### src/rtl/frame_buffer_arbiter.sv
// frame_buffer_arbiter: shares the SRAM frame buffer between queued draw writes and scanout reads,
// and toggles the back buffer only after every queued draw write has landed.
module frame_buffer_arbiter #(
  parameter int ADDR_BITS    = 16,
  parameter int DATA_BITS    = 24,
  parameter int FIFO_DEPTH   = 4,
  parameter int RD_BURST_MAX = 4
) (
  input  logic                 clk,
  input  logic                 rst,
  input  logic                 wr_req_i,
  input  logic [ADDR_BITS-1:0] wr_addr_i,
  input  logic [DATA_BITS-1:0] wr_data_i,
  output logic                 wr_ready_o,
  input  logic                 rd_req_i,
  input  logic [ADDR_BITS-1:0] rd_addr_i,
  output logic                 rd_ack_o,
  output logic [DATA_BITS-1:0] rd_data_o,
  output logic                 rd_valid_o,
  input  logic                 swap_req_i,
  output logic                 swap_done_o,
  output logic                 CE0_o,
  output logic                 CE1_o,
  output logic                 R_W_o,
  output logic                 OE_o,
  output logic                 LB_o,
  output logic                 UB_o,
  output logic                 ZZ_o,
  output logic                 SEM_o,
  output logic [ADDR_BITS:0]   adddataout_o,
  output logic [DATA_BITS-1:0] rgbdataout_o,
  input  logic [DATA_BITS-1:0] rdata_i,
  output logic                 buffer_select_o
);
  localparam int PW = $clog2(FIFO_DEPTH);
  localparam int CW = PW + 1;
  localparam int BW = $clog2(RD_BURST_MAX + 1);
  typedef enum logic [2:0] {IDLE, WRITE, READ, RECOVER, SWAP} state_t;
  state_t state_q, state_d, grant;
  logic [ADDR_BITS-1:0] fifo_addr_q [FIFO_DEPTH];
  logic [DATA_BITS-1:0] fifo_data_q [FIFO_DEPTH];
  logic [PW-1:0] wr_ptr_q, wr_ptr_d, rd_ptr_q, rd_ptr_d;
  logic [CW-1:0] count_q, count_d;
  logic [BW-1:0] burst_q, burst_d;
  logic swap_pending_q, swap_pending_d, buffer_select_q, buffer_select_d;
  logic swap_done_q, swap_done_d, rd_valid_q, rd_valid_d;
  logic [DATA_BITS-1:0] rd_data_q, rd_data_d;
  logic push, pop, empty, full, arb, wr_cyc, rd_cyc, burst_max;
  always_comb begin
    wr_cyc = state_q == WRITE;
    rd_cyc = state_q == READ;
    arb = state_q == IDLE || state_q == RECOVER;
    empty = count_q == '0;
    full = count_q == CW'(FIFO_DEPTH);
    burst_max = burst_q == BW'(RD_BURST_MAX);
    wr_ready_o = !full && !swap_pending_q;
    push = wr_req_i && wr_ready_o;
    pop = wr_cyc;
    // swap waits for an empty FIFO; a saturated read burst hands the next slot to a pending write
    grant = swap_pending_q && empty ? SWAP :
            !empty && burst_max ? WRITE :
            rd_req_i ? READ :
            !empty ? WRITE : IDLE;
    state_d = arb ? grant : (wr_cyc || rd_cyc) ? RECOVER : IDLE;
    burst_d = !arb || grant == IDLE || grant == SWAP ? burst_q :
              grant == WRITE || empty ? '0 :
              burst_max ? burst_q : burst_q + 1'b1;
    count_d = count_q + CW'(push) - CW'(pop);
    wr_ptr_d = wr_ptr_q + PW'(push);
    rd_ptr_d = rd_ptr_q + PW'(pop);
    swap_pending_d = state_q == SWAP ? 1'b0 : swap_pending_q || swap_req_i;
    buffer_select_d = buffer_select_q ^ (state_q == SWAP);
    swap_done_d = state_q == SWAP;
    rd_valid_d = rd_cyc;
    rd_data_d = rd_cyc ? rdata_i : rd_data_q;
    CE0_o = !(wr_cyc || rd_cyc);
    CE1_o = wr_cyc || rd_cyc;
    R_W_o = !wr_cyc;
    OE_o = !rd_cyc;
    LB_o = 1'b0;
    UB_o = 1'b0;
    ZZ_o = 1'b0;
    SEM_o = 1'b1;
    adddataout_o = wr_cyc ? {buffer_select_q, fifo_addr_q[rd_ptr_q]} :
                   rd_cyc ? {~buffer_select_q, rd_addr_i} : '0;
    rgbdataout_o = wr_cyc ? fifo_data_q[rd_ptr_q] : '0;
    rd_ack_o = rd_cyc;
    rd_data_o = rd_data_q;
    rd_valid_o = rd_valid_q;
    swap_done_o = swap_done_q;
    buffer_select_o = buffer_select_q;
  end
  always_ff @(posedge clk) begin
    if (rst) begin
      state_q <= IDLE;
      wr_ptr_q <= '0;
      rd_ptr_q <= '0;
      count_q <= '0;
      burst_q <= '0;
      swap_pending_q <= 1'b0;
      buffer_select_q <= 1'b0;
      swap_done_q <= 1'b0;
      rd_valid_q <= 1'b0;
      rd_data_q <= '0;
    end else begin
      state_q <= state_d;
      wr_ptr_q <= wr_ptr_d;
      rd_ptr_q <= rd_ptr_d;
      count_q <= count_d;
      burst_q <= burst_d;
      swap_pending_q <= swap_pending_d;
      buffer_select_q <= buffer_select_d;
      swap_done_q <= swap_done_d;
      rd_valid_q <= rd_valid_d;
      rd_data_q <= rd_data_d;
    end
  end
  always_ff @(posedge clk) begin
    if (push) begin
      fifo_addr_q[wr_ptr_q] <= wr_addr_i;
      fifo_data_q[wr_ptr_q] <= wr_data_i;
    end
  end
endmodule
### config.mk
export PLATFORM = sky130hd
export DESIGN_NAME = frame_buffer_arbiter
export DESIGN_NICKNAME = d
export VERILOG_FILES = /design/src/rtl/frame_buffer_arbiter.sv
export SDC_FILE = /design/constraint.sdc
export NUM_CORES = 1
export LEC_CHECK = 0
export CORE_ASPECT_RATIO = 2
export CORE_MARGIN = 2
export CORE_UTILIZATION = 51
export CTS_CLUSTER_DIAMETER = 100
export DETAILED_ROUTE_END_ITERATION = 12
export PLACE_DENSITY = 0.92
export SLEW_MARGIN = 20
export SYNTH_ARGS = -nofsm -noshare
export SYNTH_HDL_FRONTEND = slang
export SYNTH_SLANG_ARGS = --single-unit
### constraint.sdc
create_clock -name clk -period 13.6 [get_ports clk]
set_input_delay 2.72 -clock clk [delete_from_list [all_inputs] [get_ports clk]]
set_output_delay 2.72 -clock clk [all_outputs]
set_load 0.02 [all_outputs]
Word level (Yosys, flattened, before mapping)
Memories as Yosys holds them, arrays and structs flattened. A register that Yosys moved wholly into a read port is not among the register bits.
Cells that the tools add are included.
{ "word_totals": {"inputBits": 85, "register_bits": 41, "out_inout_bits": 78, "wordCells": 66, "ram_bits": 160, "n_memories": 2} }
{ "memory_table": {"columns": ["memory", "words", "word_bits", "rd", "rd_ports_with_merged_regs", "wr", "line_no", "source"], "rows": [
  ["fifo_data_q", 4, 24, 1, 1, 1, "41", "logic [DATA_BITS-1:0] fifo_data_q [FIFO_DEPTH];"],
  ["fifo_addr_q", 4, 16, 1, 1, 1, "40", "logic [ADDR_BITS-1:0] fifo_addr_q [FIFO_DEPTH];"]
]} }
{ "classes": {"mux": 15, "bitwise": 3, "add_sub_neg": 5, "n_eq_ne": 9, "reduce_logical": 22} }
{ "ops": {"columns": ["cell", "count"], "rows": [
  ["17-bit 2-to-1 mux", 2],
  ["24-bit 2-to-1 mux", 1],
  ["3-bit equality test (second input constant)", 4],
  ["3-bit 2-to-1 mux", 4],
  ["2-bit 2-to-1 mux", 5],
  ["3-bit logical NOT", 3],
  ["1-bit logical NOT", 7],
  ["3-bit by 1-bit equality test with 1-bit output (second input constant)", 2],
  ["3-bit by 2-bit equality test with 1-bit output (second input constant)", 2],
  ["1-bit logical OR", 6],
  ["2-bit by 1-bit adder with 2-bit output", 2],
  ["1-bit logical AND", 4],
  ["3-bit by 1-bit adder with 3-bit output", 1],
  ["3-bit by 1-bit adder with 3-bit output (second input constant)", 1],
  ["1-bit 2-to-1 mux", 3],
  ["3-bit by 1-bit subtractor with 3-bit output", 1],
  ["2-bit by 1-bit != test with 1-bit output (second input constant)", 1],
  ["1-bit NOT", 2],
  ["2-bit AND reduction", 1],
  ["2-bit OR reduction", 1],
  ["1-bit bitwise XOR", 1]
]} }

Longest topological paths before layout
Gate-level depths: netlist of the first run.
{ "depth": {"depth_word": 10, "ltp_mapped": 9, "ltp_nobuf": 9} }

Worst setup path before layout of the first run
Ideal clock, no wire load.
{ "synth_timing": {"kind": "input -> register", "from": "input wr_req_i", "to": "memory fifo_addr_q[2][0] (enable)", "arrival_time_ns": 6.056, "path_buffers": 0, "required_time_ns": 13.105, "path_stages": 3, "setup_ns": 0.495, "slack_ns": 7.048, "path_cell_list": "inv_1 > a211o_1 > nor3b_1"} }
{ "synth_between": {"elab_chain_len": 3} }
{ "synth_lines": {"columns": ["item", "line_no", "source"], "rows": [
  ["from (decl)", "11", "input logic wr_req_i,"],
  ["1-bit logical AND", "57", "push = wr_req_i && wr_ready_o;"],
  ["1-bit 2-to-1 mux", "119", "if (push) begin"],
  ["1-bit 2-to-1 mux (not written as such)", "120", "fifo_addr_q[wr_ptr_q] <= wr_addr_i;"],
  ["to (decl)", "40", null]
]} }
No other way between the ends.

Final worst setup path of the first run
{ "layout_timing": {"from": "input rd_addr_i[2]", "to": "output adddataout_o[2]"} }
{ "layout_between": {"elab_chain_len": 2} }
{ "layout_lines": {"columns": ["item", "line_no", "source"], "rows": [
  ["from (decl)", "16", "input logic [ADDR_BITS-1:0] rd_addr_i,"],
  ["17-bit 2-to-1 mux", "85", "rd_cyc ? {~buffer_select_q, rd_addr_i} : '0;"],
  ["17-bit 2-to-1 mux", "84", "adddataout_o = wr_cyc ? {buffer_select_q, fifo_addr_q[rd_ptr_q]} :"],
  ["to (decl)", "30", "output logic [ADDR_BITS:0] adddataout_o,"]
]} }
No other way between the ends.

==> results of run 1 <==
-- cells by family (layout without fill, tap and decap cells) --
group	count (synthesis)	after routing	share of synthesized area
flip-flops	201	201	0.7180
AND/OR/NAND/NOR	113	113	0.07090
AO/OA/AOI/OAI	50	50	0.04312
multiplexers	42	42	0.1175
buffers and inverters	42	209	0.03066
adder cells (fa/ha/maj)	7	7	0.01214
XOR/XNOR	6	6	0.006707
other	2	4	0.0009585
-- final timing paths --
path	slack (ps)	to	cells after the start
setup / recovery	6930	adddataout_o[2]	3
hold / removal	450	rd_data_o[0]	2
setup reg to reg	10910	count_q[2]	9
hold reg to reg	450	rd_data_o[0]	2
-- where the power goes --
part	total (uW)	switching (uW)	leakage [uW]	internal, uW
registers	798	68.4	0.00179	730
logic	567	273	0.00129	294
clock network	535	219	0.000311	316
-- worst max-delay path, delay by kind of cell --
family | cells | cell delay [ps]
buf+inv | 2 | 1090
compound gates | 1 | 140
-- area by class of cell --
| type | instances | area [sq um] |
|---|---|---|
| clock inverters | 11 | 155.1 |
| well taps | 198 | 247.7 |
| flip-flops and latches | 201 | 5633 |
| repair buffers | 167 | 1649 |
| inverters | 11 | 43.79 |
| fillers | 984 | 4923 |
| multi-input cells | 222 | 2003 |
| clock buffers | 20 | 479.2 |
-- metrics by stage --
stage | worst slack (ps) | std cells | total power (uW) | hold slack [ps]
after detailed placement | 6939 | 799 | 1382 | 445.3
after global routing | 6896 | 830 | 1991 | 472.3
after floorplan | 7048 | 465 | 1164 | 465.3
after global placement | 6937 | 799 | 1366 | 441.3
after CTS | 6931 | 830 | 1920 | 455.9
final | 6926 | 830 | 1900 | 454.1
-- layer usage --
metal | track usage | wire, um | vias to the layer above
met5 | 0 | 0 | -
met4 | 0.04545 | 221 | 0
met3 | 0.04498 | 1240 | 20
met2 | 0.3395 | 7930 | 196
met1 | 0.2483 | 6338 | 2235
li1 | - | - | 2065
-- cells in the final DEF, fill, tap and decap left out, drive strengths merged, types with 9 or more instances in the layout --
cell	instances
and2	25
edfxtp	160
clkbuf	20
nand2	52
clkdlybuf4s50	158
a22o	16
dfxtp	41
mux4	40
nor2	12
a21oi	26
buf	9
inv	13
-- sequential cells by signal (all words and copies together), names as in the netlist --
| name | cells |
|---|---|
| fifo_data_q | 96 |
| fifo_addr_q | 64 |
| rd_data_o | 24 |
| burst_q | 3 |
| count_q | 3 |
| state_q | 3 |
| rd_ptr_q | 2 |
| wr_ptr_q | 2 |
| buffer_select_o | 1 |
| rd_valid_o | 1 |
| swap_done_o | 1 |
| swap_pending_q | 1 |
==> flow_summary.json, run 1 <==
{
  "outcome": "finished clean",
  "hold_buffers": 0,
  "reg2reg_from": "state_q[2]",
  "setup_viol": 0,
  "synth_edf_count": 160,
  "yosysTopAreaCell": "edfxtp_1",
  "cp_common_cell": "clkdlybuf4s50_1",
  "critPathSlowestCell": "clkdlybuf4s50_1",
  "synthCells": 463,
  "area_growth_syn_to_layout_pct": 30.33,
  "cts.sinks": 201,
  "htree_levels": 1,
  "antenna_found_initial": 0,
  "place_area_sq_mm": 0.009570,
  "worst_slew_pin_slew_ps": 863.0,
  "path_clk_slew_ps": 60,
  "stdcell_area_sq_mm": 0.01021,
  "ctsResizeCount": 0,
  "crit_arrival_ps": 3950,
  "yosys_warnings": 0,
  "start_util": 0.5177,
  "critPathKind": "in2out",
  "yosysMostFrequentCell": "edfxtp_1",
  "grt_max_degree": 44,
  "root_buffer": "clkbuf_16",
  "async_flop_share": 0,
  "synth_top_area_frac": 0.6132,
  "port_buffers": 158,
  "path_max_fanout": 1,
  "fin_skew_ps": 14.64,
  "cp.required_ps": 10880,
  "wl_mm": 15.73,
  "drtPass1Iterations": 4,
  "dp_hpwl_mm": 9.700,
  "vias": 4516,
  "leakagePower_uw": 0.003390,
  "cts_buffer_depth": 3,
  "post_cts_buffers": 0,
  "coreArea_sq_mm": 0.01513,
  "drtIter0Drc": 231,
  "hold_viol": 0,
  "ioPinCount": 163,
  "grt_pass1_vias": 4652,
  "postSynthAreaPerCell_sq_um": 16.92,
  "numCtsBuffers": 18,
  "rows": 64,
  "post_drt_wl_per_cell_um": 18.95,
  "crit_path_start": "rd_addr_i[2]",
  "synth_cell_types": 37,
  "num_antenna_cells": 0,
  "crit_chain": "clkdlybuf4s50_1 > a22o_1 > clkdlybuf4s50_1",
  "slew_headroom": 0.4247,
  "grt_overflow": 0,
  "die_x_um": 91.65,
  "ys_seq_area_frac": 0.7180,
  "cts_tree": "yes",
  "die_y_um": 179.3,
  "dieArea_sq_mm": 0.01643,
  "drive_above_1_share": 0.1377,
  "hold_path.class": "reg2reg",
  "layout_min_cycle_time_ps": 6674,
  "grt_pass1_wl_mm": 25.01,
  "rsz0062_at_grt": "false",
  "cap_violations": 0,
  "ys_ff_latch": 201,
  "holdCritStartpoint": "rd_data_o[0]",
  "tns_ps": 0,
  "gp_congestion": 0.7672,
  "clk-insertion-delay-late_ps": 470,
  "final_nets": 713,
  "worst_ir_drop_vdd_v": 0.0001718,
  "end_kind": "output port",
  "critical-path-max-stage-delay_ps": 620,
  "fmax_mhz": 149.8,
  "fin_util": 0.6747,
  "synth_area_leaders": "edfxtp_1 (61%), mux4_2 (11%), dfxtp_1 (10%), nand2_1 (2.5%), and2_1 (2.0%)",
  "drc_errors": 0,
  "ant_nets": 0,
  "netlist_top_cells_count": "edfxtp_1 (160), nand2_1 (52), dfxtp_1 (41)",
  "routed_via_density": 5.441,
  "slew_violations": 0,
  "period_share": 0.4907,
  "synth-main-ff-cell": "edfxtp_1",
  "startpoint_type": "input pin",
  "powerDensity_mw_per_mm2": 186.1,
  "grt_use_total": 0.1948,
  "mappedNetlistArea_sq_mm": 0.007835
}
Power figures use the tool's default switching activity.
==> run 2, diff against run 1 <==
--- a/config.mk
+++ b/config.mk
@@ -7,10 +7,10 @@
 export LEC_CHECK = 0
 export CORE_ASPECT_RATIO = 2
 export CORE_MARGIN = 2
-export CORE_UTILIZATION = 51
+export CORE_UTILIZATION = 46
 export CTS_CLUSTER_DIAMETER = 100
 export DETAILED_ROUTE_END_ITERATION = 12
-export PLACE_DENSITY = 0.92
+export PLACE_DENSITY = 0.88
 export SLEW_MARGIN = 20
 export SYNTH_ARGS = -nofsm -noshare
 export SYNTH_HDL_FRONTEND = slang
==> constraint.sdc (replaced) <==
create_clock -name clk -period 6.1 [get_ports clk]
set_input_delay 1.22 -clock clk [delete_from_list [all_inputs] [get_ports clk]]
set_output_delay 1.22 -clock clk [all_outputs]
set_load 0.02 [all_outputs]
==> run 2 against run 1 <==
Compared with the run above:
- non-clock buffer count down 3
- core utilization down 6.2 points
- design area about the same
- worst hold slack worse by 0.90 ps
- critical endpoint is now adddataout_o[13]
- sequential share of layout area about the same
- register-to-register slack worse by 7400 ps
- count of clock-buffer cells in the layout up 2
- first-iteration DRC count up 8.2%
- critical path depth up 1
==> flow_summary.json, run 2 (synthesis gave the netlist of run 1 again) <==
{
  "layout_commonest_cell": "edfxtp_1",
  "setup_viol": 0,
  "leakagePower_uw": 0.003391,
  "outcome": "finished clean",
  "power.switching_uw": 1229,
  "slew_violations": 0,
  "port_buffers": 158,
  "cap_violations": 0,
  "p_int_uw": 3030,
  "layout_min_cycle_time_ps": 4292,
  "path_clk_slew_ps": 70,
  "hold_buffers": 0,
  "rr_worst_depth": 4,
  "r2r_end": "fifo_addr_q[1][0]",
  "worst_ir_drop_vdd_v": 0.0002557,
  "rsz0062_at_grt": "false",
  "fin_cells": 836,
  "stdcell_area_sq_mm": 0.01022,
  "holdCritStartpoint": "rd_data_o[15]",
  "ctsResizeCount": 0,
  "coreArea_sq_mm": 0.01668,
  "grt_use_total": 0.1823,
  "seqPwrFrac": 0.418,
  "die_x_um": 96.29,
  "largest_reg_flops": 96,
  "hold_path.class": "reg2reg",
  "start_util": 0.4697,
  "cpLargestDelayFamily": "buffers and inverters",
  "dieArea_sq_mm": 0.01816,
  "layout_common_cells": "edfxtp_1 (160), clkdlybuf4s50_1 (158), nand2_1 (52), mux4_2 (40), dfxtp_1 (39)",
  "gp_congestion": 0.7513,
  "regArea_sq_mm": 0.005633,
  "power_frac_clock": 0.285,
  "final_nets": 710,
  "ioPinCount": 163,
  "fmax_mhz": 233.0,
  "rrSetupSlack_ps": 3490,
  "critical-path-max-stage-delay_ps": 760,
  "htree_levels": 1,
  "ant_nets": 0,
  "regMostFlops": "fifo_data_q",
  "num_antenna_cells": 0,
  "cts_tree": "yes",
  "cts_buffer_depth": 3,
  "root_buffer": "clkbuf_16",
  "crit_arrival_ps": 3070,
  "rows": 67,
  "powerDensity_mw_per_mm2": 416.7,
  "drtPass1Iterations": 4,
  "critPathSlowestCell": "or3b_1",
  "die_y_um": 188.6,
  "p_sw_frac": 0.2886,
  "dp_hpwl_mm": 10.87,
  "hold_viol": 0,
  "period_share": 0.7036,
  "crit_chain": "or3b_1 > inv_4 > a22o_1 > clkdlybuf4s50_1",
  "multi_input_area_sq_mm": 0.002003,
  "cp.required_ps": 4880,
  "drc_errors": 0,
  "worst_slew_pin_slew_ps": 965.9,
  "drtIter0Drc": 250,
  "cts.sinks": 201,
  "timing.hold.ws_ps": 453.2,
  "reg2reg_from": "count_q[1]",
  "grt_overflow": 0,
  "fin_skew_ps": 9.628,
  "grt_pass1_vias": 4742,
  "path_max_fanout": 42,
  "grt_pass1_wl_mm": 25.00,
  "clk-insertion-delay-late_ps": 470,
  "post_cts_buffers": 0,
  "hold_end": "rd_data_o[15]",
  "critPathKind": "reg2out",
  "post_drt_wl_per_cell_um": 19.55,
  "area_growth_syn_to_layout_pct": 30.44,
  "nFillCells": 1217,
  "crit_buf_inv": 2,
  "drive_above_1_share": 0.1351,
  "grt_max_degree": 46,
  "routed_via_density": 5.422,
  "antenna_found_initial": 0,
  "place_area_sq_mm": 0.009559,
  "placedCellCount": 805,
  "tns_ps": 0,
  "wl_mm": 16.34,
  "vias": 4533,
  "end_kind": "output port",
  "startpoint_type": "flop",
  "pwr-share-comb": 0.298,
  "slew_headroom": 0.3526,
  "hold_depth": 2,
  "numCtsBuffers": 18
}
## run 2: cell types whose count changed in the layout (fill, tap and decap cells not counted), sizes merged
cell	previous run	this run
buf	9	6
bufinv	3	4
clkbuf	20	22
clkinv	6	3
clkinvlp	0	1
inv	13	12
## run 2: worst max-delay path by stage
stage	endpoint	slack, ps	cells after the start	start
5_1_grt	CE0_o	1630	4	state_q[2]
3_3_place_gp	fifo_addr_q[1][10]	2360	5	wr_req_i
2_1_floorplan	fifo_addr_q[2][0]	1050	3	wr_req_i
6_report	adddataout_o[13]	1810	4	state_q[1]
3_5_place_dp	fifo_addr_q[0][4]	2280	5	wr_req_i
4_1_cts	adddataout_o[15]	1820	4	state_q[1]
## run 2: worst min-delay path, stage by stage, from the launching register on
cell,delay [ps]
dfxtp_1,310
nand2_1,50
a21oi_1,50
## run 2: final cells by class
type / count / share of cell area
clock inverters: 9 / 0.01347
flip-flops and latches: 201 / 0.5512
repair buffers: 164 / 0.1592
multi-input cells: 222 / 0.1960
clock buffers: 22 / 0.05056
well taps: 207 / 0.02534
inverters: 11 / 0.004285
## run 2: stage by stage
step,util,setup slack [ps],power [uW]
after floorplan,-,1048,2594
after global placement,0.5730,2361,3031
after detailed placement,0.5730,2278,3085
after CTS,0.6122,1815,4309
after global routing,0.6126,1635,4453
final,0.6126,1808,4259
## run 2: routing by layer
layer,up-vias,wire length [um],track usage
met5,-,0,0
met2,167,9211,0.3451
met3,44,934,0.02999
met1,2267,5563,0.1879
li1,2055,-,-
met4,0,635,0.07967
## run 2: power groups by stage
stage / Combinational, uW / Clock [uW] / Sequential [uW]
after detailed placement: 1270 / 0 / 1820
after floorplan: 834 / 0 / 1760
final: 1270 / 1210 / 1780
after global routing: 1350 / 1300 / 1810
after CTS: 1280 / 1240 / 1790
after global placement: 1230 / 0 / 1800
